### config.mk
export PLATFORM = sky130hd
export DESIGN_NAME = pipe_hazard_ctrl_flat
export DESIGN_NICKNAME = d
export VERILOG_FILES = /design/src/rtl/pipe_hazard_ctrl_if.sv /design/src/rtl/pipe_hazard_ctrl.sv /design/src/flat_wrapper.sv
export SDC_FILE = /design/constraint.sdc
export NUM_CORES = 1
export LEC_CHECK = 0
export BUFFER_PORTS_ARGS = -buffer_cell sky130_fd_sc_hd__clkbuf_2
export CORE_UTILIZATION = 55
export DETAILED_ROUTE_END_ITERATION = 12
export GPL_ROUTABILITY_DRIVEN = 0
export HOLD_SLACK_MARGIN = 0.02
export PLACE_DENSITY = 0.81
export SYNTH_ARGS = -nofsm -noshare
export SYNTH_HDL_FRONTEND = slang
export SYNTH_SLANG_ARGS = --single-unit
### constraint.sdc
create_clock -name clk -period 4.6 [get_ports clk]
set_input_delay 1.38 -clock clk [delete_from_list [all_inputs] [get_ports clk]]
set_output_delay 1.38 -clock clk [all_outputs]
set_load 0.02 [all_outputs]
### src/rtl/pipe_hazard_ctrl_if.sv
`default_nettype none
// ============================================================================
//  Module      : pipe_hazard_ctrl_if
//  Description : Bundle between the pipeline datapath and the hazard
//                controller.
//                master : pipeline side. It drives the register indices,
//                         load/branch/memory status, and receives the enables.
//                slave  : controller side. It receives the status and drives
//                         the pipeline enables, flags and event counters.
//  Revision    : 1.0 - initial release
// ============================================================================
interface pipe_hazard_ctrl_if #(
    parameter int CNT_W = 16
);
    // Instruction in IF/ID
    logic [4:0]       id_rs1;
    logic [4:0]       id_rs2;
    logic             id_use_rs1;
    logic             id_use_rs2;
    // Instruction in ID/EX
    logic             ex_memread;
    logic [4:0]       ex_rd;
    // Redirect and memory status
    logic             branch_taken;
    logic             mem_busy;
    // Pipeline control
    logic             PCWrite;
    logic             IF_IDWrite;
    logic             IF_ID_flush;
    logic             ID_EX_bubble;
    logic             pipe_hold;
    // Status and debug
    logic             mem_timeout;
    logic [CNT_W-1:0] stall_cnt;
    logic [CNT_W-1:0] flush_cnt;
    logic             state;

    modport master (
        output id_rs1, id_rs2, id_use_rs1, id_use_rs2,
               ex_memread, ex_rd, branch_taken, mem_busy,
        input  PCWrite, IF_IDWrite, IF_ID_flush, ID_EX_bubble, pipe_hold,
               mem_timeout, stall_cnt, flush_cnt, state
    );

    modport slave (
        input  id_rs1, id_rs2, id_use_rs1, id_use_rs2,
               ex_memread, ex_rd, branch_taken, mem_busy,
        output PCWrite, IF_IDWrite, IF_ID_flush, ID_EX_bubble, pipe_hold,
               mem_timeout, stall_cnt, flush_cnt, state
    );
endinterface
`default_nettype wire

### src/rtl/pipe_hazard_ctrl.sv
`default_nettype none
// ============================================================================
//  Module      : pipe_hazard_ctrl
//  Description : Hazard controller for a 5-stage pipeline. It detects
//                load-use hazards, squashes the pipeline on taken branches,
//                and freezes the pipeline while data memory is busy.
//                Ports:
//                  clk  - single clock, rising edge
//                  rst  - synchronous, active-high reset
//                  bus  - pipe_hazard_ctrl_if.slave. It carries the hazard
//                         inputs and drives the PCWrite, IF_IDWrite,
//                         IF_ID_flush, ID_EX_bubble and pipe_hold enables,
//                         plus mem_timeout, stall_cnt, flush_cnt and state.
//  Revision    : 1.0 - initial release
// ============================================================================
module pipe_hazard_ctrl #(
    parameter int CNT_W   = 16,
    parameter int TIMEOUT = 256
) (
    input  wire logic         clk,
    input  wire logic         rst,
    pipe_hazard_ctrl_if.slave bus
);

    localparam logic [0:0]       c_RUN          = 1'b0;
    localparam logic [0:0]       c_MEMWAIT      = 1'b1;
    localparam logic [CNT_W-1:0] c_TIMEOUT_LAST = CNT_W'(TIMEOUT - 1);
    localparam logic [CNT_W-1:0] c_CNT_MAX      = {CNT_W{1'b1}};

    logic [0:0]       r_state;
    logic             r_redirect_pend;
    logic [CNT_W-1:0] r_wait_cnt;
    logic             r_mem_timeout;
    logic [CNT_W-1:0] r_stall_cnt;
    logic [CNT_W-1:0] r_flush_cnt;

    logic w_load_use;
    logic w_redir;
    logic w_pc_write;
    logic w_ifid_write;
    logic w_ifid_flush;
    logic w_idex_bubble;
    logic w_pipe_hold;

    // A write to x0 never creates a dependency.
    assign w_load_use = bus.ex_memread && (bus.ex_rd != 5'd0) &&
                        ((bus.id_use_rs1 && (bus.ex_rd == bus.id_rs1)) ||
                         (bus.id_use_rs2 && (bus.ex_rd == bus.id_rs2)));

    // A branch that resolved during a memory hold is remembered. It then
    // squashes on the first free cycle, even though the EX pulse is gone.
    assign w_redir = bus.branch_taken || r_redirect_pend;

    // Priority is memory hold, then redirect, then load-use.
    always_comb begin
        w_pc_write    = 1'b1;
        w_ifid_write  = 1'b1;
        w_ifid_flush  = 1'b0;
        w_idex_bubble = 1'b0;
        w_pipe_hold   = 1'b0;
        if (bus.mem_busy) begin
            w_pc_write   = 1'b0;
            w_ifid_write = 1'b0;
            w_pipe_hold  = 1'b1;
        end else if (w_redir) begin
            w_ifid_flush  = 1'b1;
            w_idex_bubble = 1'b1;
        end else if (w_load_use) begin
            // The load advances past EX on the next edge. This clears the
            // hazard by itself, so only one stall cycle occurs.
            w_pc_write    = 1'b0;
            w_ifid_write  = 1'b0;
            w_idex_bubble = 1'b1;
        end
    end

    always_ff @(posedge clk) begin
        if (rst) begin
            r_state         <= c_RUN;
            r_redirect_pend <= 1'b0;
            r_wait_cnt      <= '0;
            r_mem_timeout   <= 1'b0;
            r_stall_cnt     <= '0;
            r_flush_cnt     <= '0;
        end else begin
            if (bus.mem_busy) begin
                r_state         <= c_MEMWAIT;
                r_redirect_pend <= r_redirect_pend || bus.branch_taken;
                if (r_state == c_RUN) begin
                    r_wait_cnt <= '0;
                end else begin
                    if (r_wait_cnt == c_TIMEOUT_LAST) begin
                        r_mem_timeout <= 1'b1;
                    end
                    if (r_wait_cnt != c_CNT_MAX) begin
                        r_wait_cnt <= r_wait_cnt + 1'b1;
                    end
                end
            end else begin
                // Leaving MEMWAIT costs no extra cycle. The redirect or
                // load-use action was already taken combinationally.
                r_state         <= c_RUN;
                r_redirect_pend <= 1'b0;
            end

            if (!w_pc_write && (r_stall_cnt != c_CNT_MAX)) begin
                r_stall_cnt <= r_stall_cnt + 1'b1;
            end
            if (w_ifid_flush && (r_flush_cnt != c_CNT_MAX)) begin
                r_flush_cnt <= r_flush_cnt + 1'b1;
            end
        end
    end

    assign bus.PCWrite      = w_pc_write;
    assign bus.IF_IDWrite   = w_ifid_write;
    assign bus.IF_ID_flush  = w_ifid_flush;
    assign bus.ID_EX_bubble = w_idex_bubble;
    assign bus.pipe_hold    = w_pipe_hold;
    assign bus.mem_timeout  = r_mem_timeout;
    assign bus.stall_cnt    = r_stall_cnt;
    assign bus.flush_cnt    = r_flush_cnt;
    assign bus.state        = r_state[0];

endmodule
`default_nettype wire
### src/flat_wrapper.sv
// flat-port wrapper written by rule: the top's interface ports become plain ports
module pipe_hazard_ctrl_flat 
#(
    parameter int CNT_W   = 16,
    parameter int TIMEOUT = 256
)
  (clk, rst, bus_id_rs1, bus_id_rs2, bus_id_use_rs1, bus_id_use_rs2, bus_ex_memread, bus_ex_rd, bus_branch_taken, bus_mem_busy, bus_PCWrite, bus_IF_IDWrite, bus_IF_ID_flush, bus_ID_EX_bubble, bus_pipe_hold, bus_mem_timeout, bus_stall_cnt, bus_flush_cnt, bus_state);
  pipe_hazard_ctrl_if #(.CNT_W(CNT_W)) bus_i ();
  input  wire logic clk;
  input  wire logic rst;
  input wire logic [$bits(bus_i.id_rs1)-1:0] bus_id_rs1;
  input wire logic [$bits(bus_i.id_rs2)-1:0] bus_id_rs2;
  input wire logic [$bits(bus_i.id_use_rs1)-1:0] bus_id_use_rs1;
  input wire logic [$bits(bus_i.id_use_rs2)-1:0] bus_id_use_rs2;
  input wire logic [$bits(bus_i.ex_memread)-1:0] bus_ex_memread;
  input wire logic [$bits(bus_i.ex_rd)-1:0] bus_ex_rd;
  input wire logic [$bits(bus_i.branch_taken)-1:0] bus_branch_taken;
  input wire logic [$bits(bus_i.mem_busy)-1:0] bus_mem_busy;
  output wire logic [$bits(bus_i.PCWrite)-1:0] bus_PCWrite;
  output wire logic [$bits(bus_i.IF_IDWrite)-1:0] bus_IF_IDWrite;
  output wire logic [$bits(bus_i.IF_ID_flush)-1:0] bus_IF_ID_flush;
  output wire logic [$bits(bus_i.ID_EX_bubble)-1:0] bus_ID_EX_bubble;
  output wire logic [$bits(bus_i.pipe_hold)-1:0] bus_pipe_hold;
  output wire logic [$bits(bus_i.mem_timeout)-1:0] bus_mem_timeout;
  output wire logic [$bits(bus_i.stall_cnt)-1:0] bus_stall_cnt;
  output wire logic [$bits(bus_i.flush_cnt)-1:0] bus_flush_cnt;
  output wire logic [$bits(bus_i.state)-1:0] bus_state;
  assign bus_i.id_rs1 = bus_id_rs1;
  assign bus_i.id_rs2 = bus_id_rs2;
  assign bus_i.id_use_rs1 = bus_id_use_rs1;
  assign bus_i.id_use_rs2 = bus_id_use_rs2;
  assign bus_i.ex_memread = bus_ex_memread;
  assign bus_i.ex_rd = bus_ex_rd;
  assign bus_i.branch_taken = bus_branch_taken;
  assign bus_i.mem_busy = bus_mem_busy;
  assign bus_PCWrite = bus_i.PCWrite;
  assign bus_IF_IDWrite = bus_i.IF_IDWrite;
  assign bus_IF_ID_flush = bus_i.IF_ID_flush;
  assign bus_ID_EX_bubble = bus_i.ID_EX_bubble;
  assign bus_pipe_hold = bus_i.pipe_hold;
  assign bus_mem_timeout = bus_i.mem_timeout;
  assign bus_stall_cnt = bus_i.stall_cnt;
  assign bus_flush_cnt = bus_i.flush_cnt;
  assign bus_state = bus_i.state;
  pipe_hazard_ctrl #(.CNT_W(CNT_W), .TIMEOUT(TIMEOUT)) u_core (.clk(clk), .rst(rst), .bus(bus_i));
endmodule
# Yosys cells after proc, flatten, opt, wreduce, memory -nomap -nowiden
# Cells that the tools add are included.
totals:
  ff_bits: 51
  elab_cells: 41
  output_inout_bits: 39
  input_bits: 22
classes:
  n_mux: 11
  bitwise_logic: 1
  n_reduce_logical: 13
  n_eq_ne: 7
  addsub: 3
op_table:
  columns: ["operator", "count"]
  rows:
  - ["16-bit by 1-bit adder with 16-bit output (second input constant)", 3]
  - ["16-bit inequality test (second input constant)", 3]
  - ["16-bit two-way mux", 2]
  - ["16-bit by 8-bit equality test with 1-bit output (second input constant)", 1]
  - ["5-bit equality test", 2]
  - ["1-bit two-way mux", 9]
  - ["1-bit logical AND", 6]
  - ["5-bit nonzero test", 1]
  - ["3-bit AND reduction", 1]
  - ["1-bit logical OR", 2]
  - ["2-bit inequality test (second input constant)", 1]
  - ["2-bit AND reduction", 1]
  - ["2-bit OR reduction", 1]
  - ["1-bit zero test", 1]
  - ["1-bit NOT", 1]

# Depth between registers and ports, before layout
# Gate-level depths: netlist of the first run.
depth:
  word_depth: 9
  ltp_mapped: 8

# Least setup slack after synthesis of the first run
# No wires, ideal clock.
synth_timing:
  kind: "input to output"
  start: "input bus_ex_rd[0]"
  end: "output bus_PCWrite"
  slack_ns: 0.500
  path_stages: 7
  arrival_ns: 2.720
  path_cell_list: "or4_1 o21ai_1 nor3_1 a21o_4 inv_6 buf_4 buf_4"
synth_via:
  elab_chain_cells: 7
synth_rtl:
  columns: ["item", "line", "text"]
  rows:
  - ["start, declared", "flat_wrapper.sv:16", "input wire logic [$bits(bus_i.ex_rd)-1:0] bus_ex_rd;"]
  - ["5-bit equality test, on equally long branches", "pipe_hazard_ctrl.sv:47, pipe_hazard_ctrl.sv:48", null]
  - ["1-bit logical AND, on equally long branches", "pipe_hazard_ctrl.sv:47, pipe_hazard_ctrl.sv:48", null]
  - ["1-bit logical OR", "pipe_hazard_ctrl.sv:47", "((bus.id_use_rs1 && (bus.ex_rd == bus.id_rs1)) ||"]
  - ["1-bit logical AND (*)", "pipe_hazard_ctrl.sv:46", "assign w_load_use = bus.ex_memread && (bus.ex_rd != 5'd0) &&"]
  - ["1-bit two-way mux (*) (3 in a row)", null, null]
  - ["end, declared", "flat_wrapper.sv:19", "output wire logic [$bits(bus_i.PCWrite)-1:0] bus_PCWrite;"]
# Every way passes the cells marked *; elsewhere a longest branch is shown, timed or not.

# Final worst setup path of the first run
layout_timing:
  start: "input bus_ex_rd[0]"
  end: "output bus_PCWrite"
layout_via:
  elab_chain_cells: 7
layout_rtl:
  columns: ["item", "line", "text"]
  rows:
  - ["5-bit equality test, on equally long branches", "pipe_hazard_ctrl.sv:47, pipe_hazard_ctrl.sv:48", null]
  - ["1-bit logical AND, on equally long branches", "pipe_hazard_ctrl.sv:47, pipe_hazard_ctrl.sv:48", null]
  - ["1-bit logical OR", "pipe_hazard_ctrl.sv:47", null]
  - ["1-bit logical AND (*)", "pipe_hazard_ctrl.sv:46", null]
  - ["1-bit two-way mux (*)", "pipe_hazard_ctrl.sv:68", "end else if (w_load_use) begin"]
  - ["1-bit two-way mux (*)", "pipe_hazard_ctrl.sv:65", "end else if (w_redir) begin"]
  - ["1-bit two-way mux (*)", "pipe_hazard_ctrl.sv:61", "if (bus.mem_busy) begin"]
# Marked as above.

==> results by group, run 1 <==
Worst setup path
  – Peak per-stage delay on the critical path: 520 ps
  – Crit path kind: input port to output pin
  – Startpoint Class: input port
  – CP Cell Sequence: clkbuf_2 > or4_1 > o21ai_1 > nor3_1 > a21o_4 > inv_6 > clkbuf_2
  – Worst Setup SP: bus_ex_rd[0]
  – Worst EP required: 3220 ps
  – R2r worst-path depth: 6
  – Worst r2r src: u_core.bus.stall_cnt[2]
  – CP Capture Type: output pin
  – Levels on crit path: 7
  – FF-to-FF setup slack: 2540 ps
  – Critical path's slowest cell: or4_1
  – CP max FO: 26
  – RR Endpoint: u_core.bus.stall_cnt[10]
  – Bufs and invs on worst path: 3
  – WP data arrival: 2850 ps
  – Top cell by count, worst path: clkbuf_2
  – Family with the most delay on the worst path: simple AND/OR/NAND/NOR gates
  – Critical path endpoint: bus_PCWrite

Clock tree
  – H-tree levels: 2
  – Postcts setup bufs: 0
  – Hold Buf Count CTS: 0
  – CTS Buffer Depth: 2
  – CTS tree: yes
  – # resized after CTS: 0
  – Clock sinks: 51
  – Root Driver: clkbuf_8
  – Clk slew on worst S/H paths: 80 ps
  – TritonCTS Buffers: 5
  – Worst-skew pair later-pin latency: 310 ps

Power
  – Switching Fraction: 22.71%
  – Logic gate share of total power: 8.2%
  – PD cells: 270.8 mW/mm^2
  – Psw: 0.1856 mW
  – Worst ir drop on vdd: 204.3 uV
  – Clock network power share: 36.5%
  – Seq pwr share: 55.3%
  – Cell leakage power: 1.187 nW
  – Int Pwr: 0.6316 mW

Routing
  – Routed wl met3: 111 um
  – WL final: 5.135 mm
  – Met2 wire length: 2.481 mm
  – Total number of vias: 2305
  – Via-to-Cell Ratio: 5.581
  – DRC: 0
  – Top layer in use: met4
  – Initial DRC Count: 141
  – Routed wire per std cell: 12.43 um
  – M1 wire length: 2.458 mm
  – DRT antenna net count: 0
  – First drt pass iteration count: 6

Global routing
  – First-pass GRT wire length: 9.190 mm
  – Antenna violations before repair: 0
  – Global Route Usage Sum: 22.63%
  – Vias in the first global route: 2111
  – Global route overflow: 0
  – Largest net degree at the start of global routing: 42

Placed design
  – Port bufs: 60
  – DP HPWL: 3.810 mm

STA
  – Final count of hold timing violations: 0
  – Clock skew: 10.46 ps
  – Final setup viols: 0
  – Crit path time final: 4230 ps
  – Max-slew violation count: 0
  – Max_slew headroom: 43.40%
  – RSZ-0062 raised after global routing: false
  – Fmax: 236.4 MHz
  – Setup TNS: 0 ps
  – Final period util: 91.96%
  – Pin slew with the least headroom to its limit: 838.0 ps

Cells and area
  – Synthesis-to-layout area growth: 15.63%
  – N_diodes: 0
  – Layout cell share with drive strength beyond 1: 20.78%
  – Fin nets: 386
  – Most frequent cells in the layout: clkbuf_2 (60), dfxtp_1 (51), nor2_1 (38)
  – Fill cells: 361
  – Util after Layout: 67.91%
  – Leading cell type in the layout, fill and taps excluded: clkbuf_2

Synth
  – Total number of yosys warnings: 0
  – Syn Std Cell Area: 0.002610 mm^2
  – Synth cell types: 48
  – Post-synth EDFFs: 0
  – Flops & latches, synth: 51
  – Register area share after synthesis: 39.12%
  – Synth top area cells: dfxtp_1 (39%), xnor2_1 (7.4%), nor2_1 (5.5%), xor2_1 (4.7%), nand3_1 (3.8%)
  – Syn Area/Cell: 8.586 um^2
  – Post-Syn Instances: 304
  – Leading area contributor after synthesis: dfxtp_1
  – Top FF cell, synth: dfxtp_1
  – Top-area cell type share of the netlist area: 39.12%
  – Syn nets: 329
  – Synth async-reset ratio: 0%

Job
  – MaxCap Viol Count: 0

Floorplan
  – Die width: 70.89 um
  – Total I/O pin count: 61
  – Row cnt: 24
  – Die H: 70.89 um
  – Die Area: 0.005025 mm^2
  – Initial Util: 58.73%
  – Core area: 0.004444 mm^2

Worst hold path
  – Worst Hold Class: flip-flop to flip-flop

Status
  – Outcome: complete, no violations
## cells by family after synthesis
logic type               Yosys count  synth area share, %
AO/OA/AOI/OAI                     42                10.35
AND/OR/NAND/NOR                  150                30.68
adder cells (fa/ha/maj)            3                1.438
buffers and inverters             16                3.356
multiplexers                       6                2.972
flip-flops                        51                39.12
XOR/XNOR                          36                12.08
## power by group through the flow
stage / combinational (mW) / clock [mW] / sequential, mW
4_1_cts: 0.0676 / 0.308 / 0.452
3_3_place_gp: 0.0661 / 0 / 0.463
5_1_grt: 0.0747 / 0.323 / 0.453
6_report: 0.0672 / 0.298 / 0.452
2_1_floorplan: 0.0430 / 0 / 0.465
3_5_place_dp: 0.0674 / 0 / 0.463
## worst reg2reg max path: cells and delay by family, from the launching register on
kind | cells | cell delay, ps
DFF | 1 | 440
and+or+nand+nor | 5 | 1230
muxes | 1 | 300
## layout make-up
cell class                 count  area, um^2  share of cell area [%]
tap                           52       65.06                   2.156
multi-input combinational    237        1501                   49.75
sequential                    51        1021                   33.83
inverter                       6       27.53                  0.9121
clock buffer                   6       72.57                   2.405
timing repair buffer          60       300.3                   9.950
clock inverter                 1       30.03                  0.9950
## cells in the mapped netlist, types with 6 or more instances
master and n:
and3_1 11, nand3_1 20, xor2_1 14, o21ai_0 7, xnor2_1 22, nor3_1 8, a21oi_1 16, nor2_1 38
or3_1 10, dfxtp_1 51, nand4_1 14, and4_1 6, nand2_1 19
## flip-flops by register name, summed over array words and instances, names as in the netlist
name                    flops
u_core.bus.state            1
u_core.r_redirect_pend      1
u_core.bus.stall_cnt       16
u_core.bus.mem_timeout      1
u_core.bus.flush_cnt       16
u_core.r_wait_cnt          16
## how the worst min path moves through the flow
stage | from | endpoint | slack [ps] | depth (start not counted)
2_1_floorplan | u_core.r_wait_cnt[1] | u_core.r_wait_cnt[1] | 450 | 2
3_3_place_gp | u_core.r_wait_cnt[1] | u_core.r_wait_cnt[1] | 460 | 2
3_5_place_dp | u_core.bus.mem_timeout | u_core.bus.mem_timeout | 460 | 2
4_1_cts | u_core.r_wait_cnt[1] | u_core.r_wait_cnt[1] | 490 | 2
5_1_grt | u_core.r_wait_cnt[1] | u_core.r_wait_cnt[1] | 520 | 2
6_report | u_core.r_wait_cnt[1] | u_core.r_wait_cnt[1] | 480 | 2
## stage by stage
| stage | instance area (um^2) | hold slack, ps | worst slack [ps] | instances | total power, mW |
|---|---|---|---|---|---|
| after floorplan | 2610 | 448.4 | 500.1 | 304 | 0.5084 |
| after global placement | 2915 | 459.9 | 379.3 | 406 | 0.5286 |
| after detailed placement | 2915 | 459.9 | 368.3 | 406 | 0.5301 |
| after CTS | 3018 | 493.8 | 366.0 | 413 | 0.8283 |
| after global routing | 3018 | 516.3 | 199.5 | 413 | 0.8512 |
| final | 3018 | 483.2 | 370.0 | 413 | 0.8173 |
## metal layers
metal,vias up,track usage [%]
met5,-,0
met2,27,37.82
met4,0,9.333
li1,1207,-
met1,1063,28.95
met3,8,3.989
Note: power is estimated with default switching activity, not from simulation.
==> run 2: changes to the inputs <==
Settings changed: CORE_UTILIZATION 55 to 58, PLACE_DENSITY 0.81 to 0.85.
==> results by group, run 2 (synthesis results as in run 1) <==
Job
  – MaxCap Viol Count: 0

Clock tree
  – Worst-skew pair later-pin latency: 310 ps
  – CTS Buffer Depth: 2
  – Root Driver: clkbuf_8
  – Postcts setup bufs: 0
  – Clk slew on worst S/H paths: 90 ps
  – # resized after CTS: 0
  – H-tree levels: 2
  – Hold Buf Count CTS: 0
  – TritonCTS Buffers: 5
  – CTS tree: yes
  – Clock sinks: 51

STA
  – RSZ-0062 raised after global routing: false
  – Pin slew with the least headroom to its limit: 820.6 ps
  – Final count of hold timing violations: 0
  – Crit path time final: 4220 ps
  – Final setup viols: 0
  – Max-slew violation count: 0
  – Final period util: 91.73%
  – Final Worst Setup Slack: 380.2 ps
  – Max_slew headroom: 45.30%
  – Clock skew: 6.619 ps
  – Setup TNS: 0 ps
  – Fmax: 237.0 MHz

Worst setup path
  – Bufs and invs on worst path: 3
  – WP data arrival: 2840 ps
  – CP max FO: 26
  – Crit path kind: input port to output pin
  – R2r worst-path depth: 6
  – Top cell by count, worst path: clkbuf_2
  – Critical path's slowest cell: or4_1
  – Family with the most delay on the worst path: simple AND/OR/NAND/NOR gates
  – Startpoint Class: input port
  – Worst EP required: 3220 ps
  – CP Capture Type: output pin
  – Levels on crit path: 7
  – Peak per-stage delay on the critical path: 520 ps
  – CP Cell Sequence: clkbuf_2 > or4_1 > o21ai_1 > nor3_1 > a21o_4 > inv_6 > clkbuf_2

Placed design
  – Place WS: 380.2 ps
  – Port bufs: 60
  – DP HPWL: 3.751 mm

Power
  – PD cells: 275.7 mW/mm^2
  – Int Pwr: 0.6344 mW
  – Seq pwr share: 54.2%
  – Worst ir drop on vdd: 211.1 uV
  – Switching Fraction: 24.01%
  – Clock network power share: 37.6%
  – Logic gate share of total power: 8.1%
  – Tot Pwr: 0.8349 mW
  – Psw: 0.2004 mW
  – Cell leakage power: 1.194 nW

Status
  – Outcome: complete, no violations

Global routing
  – Antenna violations before repair: 0
  – First-pass GRT wire length: 8.983 mm
  – Global Route Usage Sum: 22.60%
  – Largest net degree at the start of global routing: 42
  – Global route overflow: 0
  – Vias in the first global route: 2096

Floorplan
  – Total I/O pin count: 61
  – Die Area: 0.004772 mm^2
  – Row cnt: 24
  – Core area: 0.004354 mm^2
  – Initial Util: 59.94%
  – Die width: 69.08 um
  – Die H: 69.08 um

Worst hold path
  – WHS Path Cells: 2
  – Worst Hold Class: flip-flop to flip-flop

Routing
  – Routed wire per std cell: 12.87 um
  – Initial DRC Count: 139
  – WL final: 5.329 mm
  – DRC: 0
  – Total number of vias: 2327
  – DRT antenna net count: 0
  – Via-to-Cell Ratio: 5.621
  – First drt pass iteration count: 4

Cells and area
  – Layout cell share with drive strength beyond 1: 21.27%
  – Most frequent cells in the layout: clkbuf_2 (60), dfxtp_1 (51), nor2_1 (38)
  – Fin nets: 386
  – Leading cell type in the layout, fill and taps excluded: clkbuf_2
  – Fill cells: 342
  – Synthesis-to-layout area growth: 16.01%
  – N_diodes: 0
run 2: power groups by stage:
stage          clock [mW]  combinational, mW  sequential (mW)
2_1_floorplan           0             0.0430            0.465
3_3_place_gp            0             0.0655            0.462
3_5_place_dp            0             0.0678            0.463
4_1_cts             0.319             0.0681            0.452
5_1_grt             0.333             0.0745            0.454
6_report            0.314             0.0678            0.453
run 2: tightest hold or removal path, stage by stage (launching register included):
cell and delay (ps):
dfxtp_1 330, nand2_1 50, a21oi_1 50
run 2: path summary, 6_finish.rpt:
| kind | from | to | slack, ps |
|---|---|---|---|
| min reg2reg | u_core.r_wait_cnt[1] | u_core.r_wait_cnt[1] | 480 |
| max | bus_ex_rd[0] | bus_PCWrite | 380 |
| min | u_core.r_wait_cnt[1] | u_core.r_wait_cnt[1] | 480 |
| max reg2reg | u_core.bus.stall_cnt[2] | u_core.bus.stall_cnt[10] | 2550 |
run 2: area by class of cell:
cell class | instances | area, um^2 | area share (%)
inverter | 6 | 27.53 | 0.9091
sequential | 51 | 1021 | 33.72
timing repair buffer | 60 | 300.3 | 9.917
clock buffer | 5 | 68.82 | 2.273
multi-input combinational | 237 | 1501 | 49.59
tap | 52 | 65.06 | 2.149
clock inverter | 3 | 43.79 | 1.446
run 2: stage by stage:
stage / hold slack (ps) / instances / utilization (%) / cell area (um^2)
floorplan: 448.4 / 304 / - / 2610
global placement: 458.4 / 406 / 66.95 / 2915
detailed placement: 465.4 / 406 / 66.95 / 2915
CTS: 478.1 / 414 / 69.54 / 3028
global route: 502.8 / 414 / 69.54 / 3028
finish: 476.4 / 414 / 69.54 / 3028
run 2: metal layers:
layer / routed length (um) / vias up / GRT usage (%)
met5: 0 / - / 0
met4: 68 / 0 / 10.20
met3: 151 / 5 / 3.655
met2: 2669 / 47 / 38.94
met1: 2440 / 1069 / 27.49
li1: - / 1206 / -
==> run 3: changes to the inputs <==
Settings changed: PLACE_DENSITY 0.85 to 0.88.
==> results by group, run 3 (synthesis results as in run 1) <==
Status
  – Outcome: complete, no violations

Global routing
  – Global route overflow: 0
  – Largest net degree at the start of global routing: 42
  – Antenna violations before repair: 0
  – Global Route Usage Sum: 23.50%
  – Vias in the first global route: 2165
  – First-pass GRT wire length: 9.287 mm

Clock tree
  – # resized after CTS: 0
  – H-tree levels: 2
  – Postcts setup bufs: 0
  – CTS tree: yes
  – Root Driver: clkbuf_8
  – Clk slew on worst S/H paths: 80 ps
  – TritonCTS Buffers: 5
  – Hold Buf Count CTS: 0
  – Clock sinks: 51
  – CTS Buffer Depth: 2
  – Worst-skew pair later-pin latency: 310 ps

Cells and area
  – Util after Layout: 69.74%
  – Most frequent cells in the layout: clkbuf_2 (60), dfxtp_1 (51), nor2_1 (38)
  – Final design area excluding fillers: 0.003037 mm^2
  – Fill cells: 353
  – Leading cell type in the layout, fill and taps excluded: clkbuf_2
  – N_diodes: 0
  – Synthesis-to-layout area growth: 16.35%
  – Layout cell share with drive strength beyond 1: 21.27%
  – Fin nets: 386

Power
  – Worst ir drop on vdd: 216.0 uV
  – Clock network power share: 39.0%
  – Int Pwr: 0.6512 mW
  – Cell leakage power: 1.197 nW
  – Logic gate share of total power: 7.9%
  – PD cells: 280.7 mW/mm^2
  – Psw: 0.2013 mW
  – Seq pwr share: 53.1%
  – Switching Fraction: 23.61%

STA
  – Fmax: 235.7 MHz
  – Max_slew headroom: 46.20%
  – Clock skew: 11.08 ps
  – Setup TNS: 0 ps
  – Max-slew violation count: 0
  – Final Worst Setup Slack: 357.2 ps
  – Pin slew with the least headroom to its limit: 806.9 ps
  – Final count of hold timing violations: 0
  – Crit path time final: 4243 ps
  – Final setup viols: 0
  – Final period util: 92.24%
  – RSZ-0062 raised after global routing: false

Worst setup path
  – Startpoint Class: input port
  – R2r worst-path depth: 6
  – FF-to-FF setup slack: 2570 ps
  – Worst EP required: 3220 ps
  – CP max FO: 26
  – Worst r2r src: u_core.bus.stall_cnt[2]
  – RR Endpoint: u_core.bus.stall_cnt[10]
  – Crit path kind: input port to output pin
  – WP data arrival: 2860 ps
  – CP Capture Type: output pin

Placed design
  – Port bufs: 60
  – Placed inst area: 0.002915 mm^2
  – Place WS: 360.9 ps
  – DP HPWL: 3.889 mm

Worst hold path
  – Worst Hold Class: flip-flop to flip-flop
  – WHS Path Cells: 2
  – Hold_sp: u_core.r_wait_cnt[1]
  – Hold EP: u_core.r_wait_cnt[1]

Floorplan
  – Initial Util: 59.94%
  – Die width: 69.08 um
  – Row cnt: 24
  – Die Area: 0.004772 mm^2
  – Die H: 69.08 um
  – Core area: 0.004354 mm^2
  – Total I/O pin count: 61

Routing
  – Total number of vias: 2389
  – First drt pass iteration count: 4
  – Initial DRC Count: 166
  – Routed wire per std cell: 13.34 um
  – DRT antenna net count: 0
  – WL final: 5.523 mm
  – Via-to-Cell Ratio: 5.771
  – DRC: 0

Job
  – MaxCap Viol Count: 0
run 3: cell count changes in the layout (fill, tap and decap cells not counted):
cell | before | now
inv_6 | 1 | 2
clkinv_4 | 1 | 0
clkinv_2 | 1 | 0
clkbuf_8 | 5 | 6
run 3: how the worst max path moves through the flow:
| stage | start | endpoint | depth (start not counted) | slack [ps] |
|---|---|---|---|---|
| 2_1_floorplan | bus_ex_rd[0] | bus_PCWrite | 7 | 500 |
| 3_3_place_gp | bus_ex_rd[0] | bus_IF_IDWrite | 7 | 390 |
| 3_5_place_dp | bus_ex_rd[0] | bus_IF_IDWrite | 7 | 360 |
| 4_1_cts | bus_ex_rd[0] | bus_IF_IDWrite | 7 | 360 |
| 5_1_grt | bus_ex_rd[0] | bus_IF_IDWrite | 7 | 270 |
| 6_report | bus_ex_rd[0] | bus_IF_IDWrite | 7 | 360 |
run 3: routing by layer:
layer	GRT usage, %	share of wire [%]
met1	27.61	46
met3	3.801	3.0
met5	0	0
met4	9.751	2.1
met2	42.07	49
run 3: worst max-delay path, cell delays in order:
cell and delay [ps]:
clkbuf_2 110, or4_1 530, o21ai_1 160, nor3_1 70, a21o_4 240, inv_6 150, clkbuf_2 200
run 3: layout make-up:
cell class,instances,area [um^2],share of cell area [%]
multi-input cells,237,1501,49.44
well taps,52,65.06,2.143
flip-flops and latches,51,1021,33.62
clock inverters,2,38.79,1.277
clock buffers,6,82.58,2.719
inverters,6,27.53,0.9065
repair buffers,60,300.3,9.889
run 3: power groups by stage:
stage	registers (mW)	clock network, mW	logic, mW
2_1_floorplan	0.465	0	0.0430
3_3_place_gp	0.463	0	0.0654
3_5_place_dp	0.463	0	0.0673
4_1_cts	0.453	0.335	0.0682
5_1_grt	0.454	0.352	0.0748
6_report	0.453	0.332	0.0677
run 3: per-stage QoR:
| step | power, mW | cells | hold WS [ps] |
|---|---|---|---|
| after floorplan | 0.5084 | 304 | 448.4 |
| after global placement | 0.5280 | 406 | 460.0 |
| after detailed placement | 0.5301 | 406 | 468.3 |
| after CTS | 0.8557 | 414 | 483.9 |
| after global routing | 0.8800 | 414 | 501.7 |
| final | 0.8525 | 414 | 482.6 |
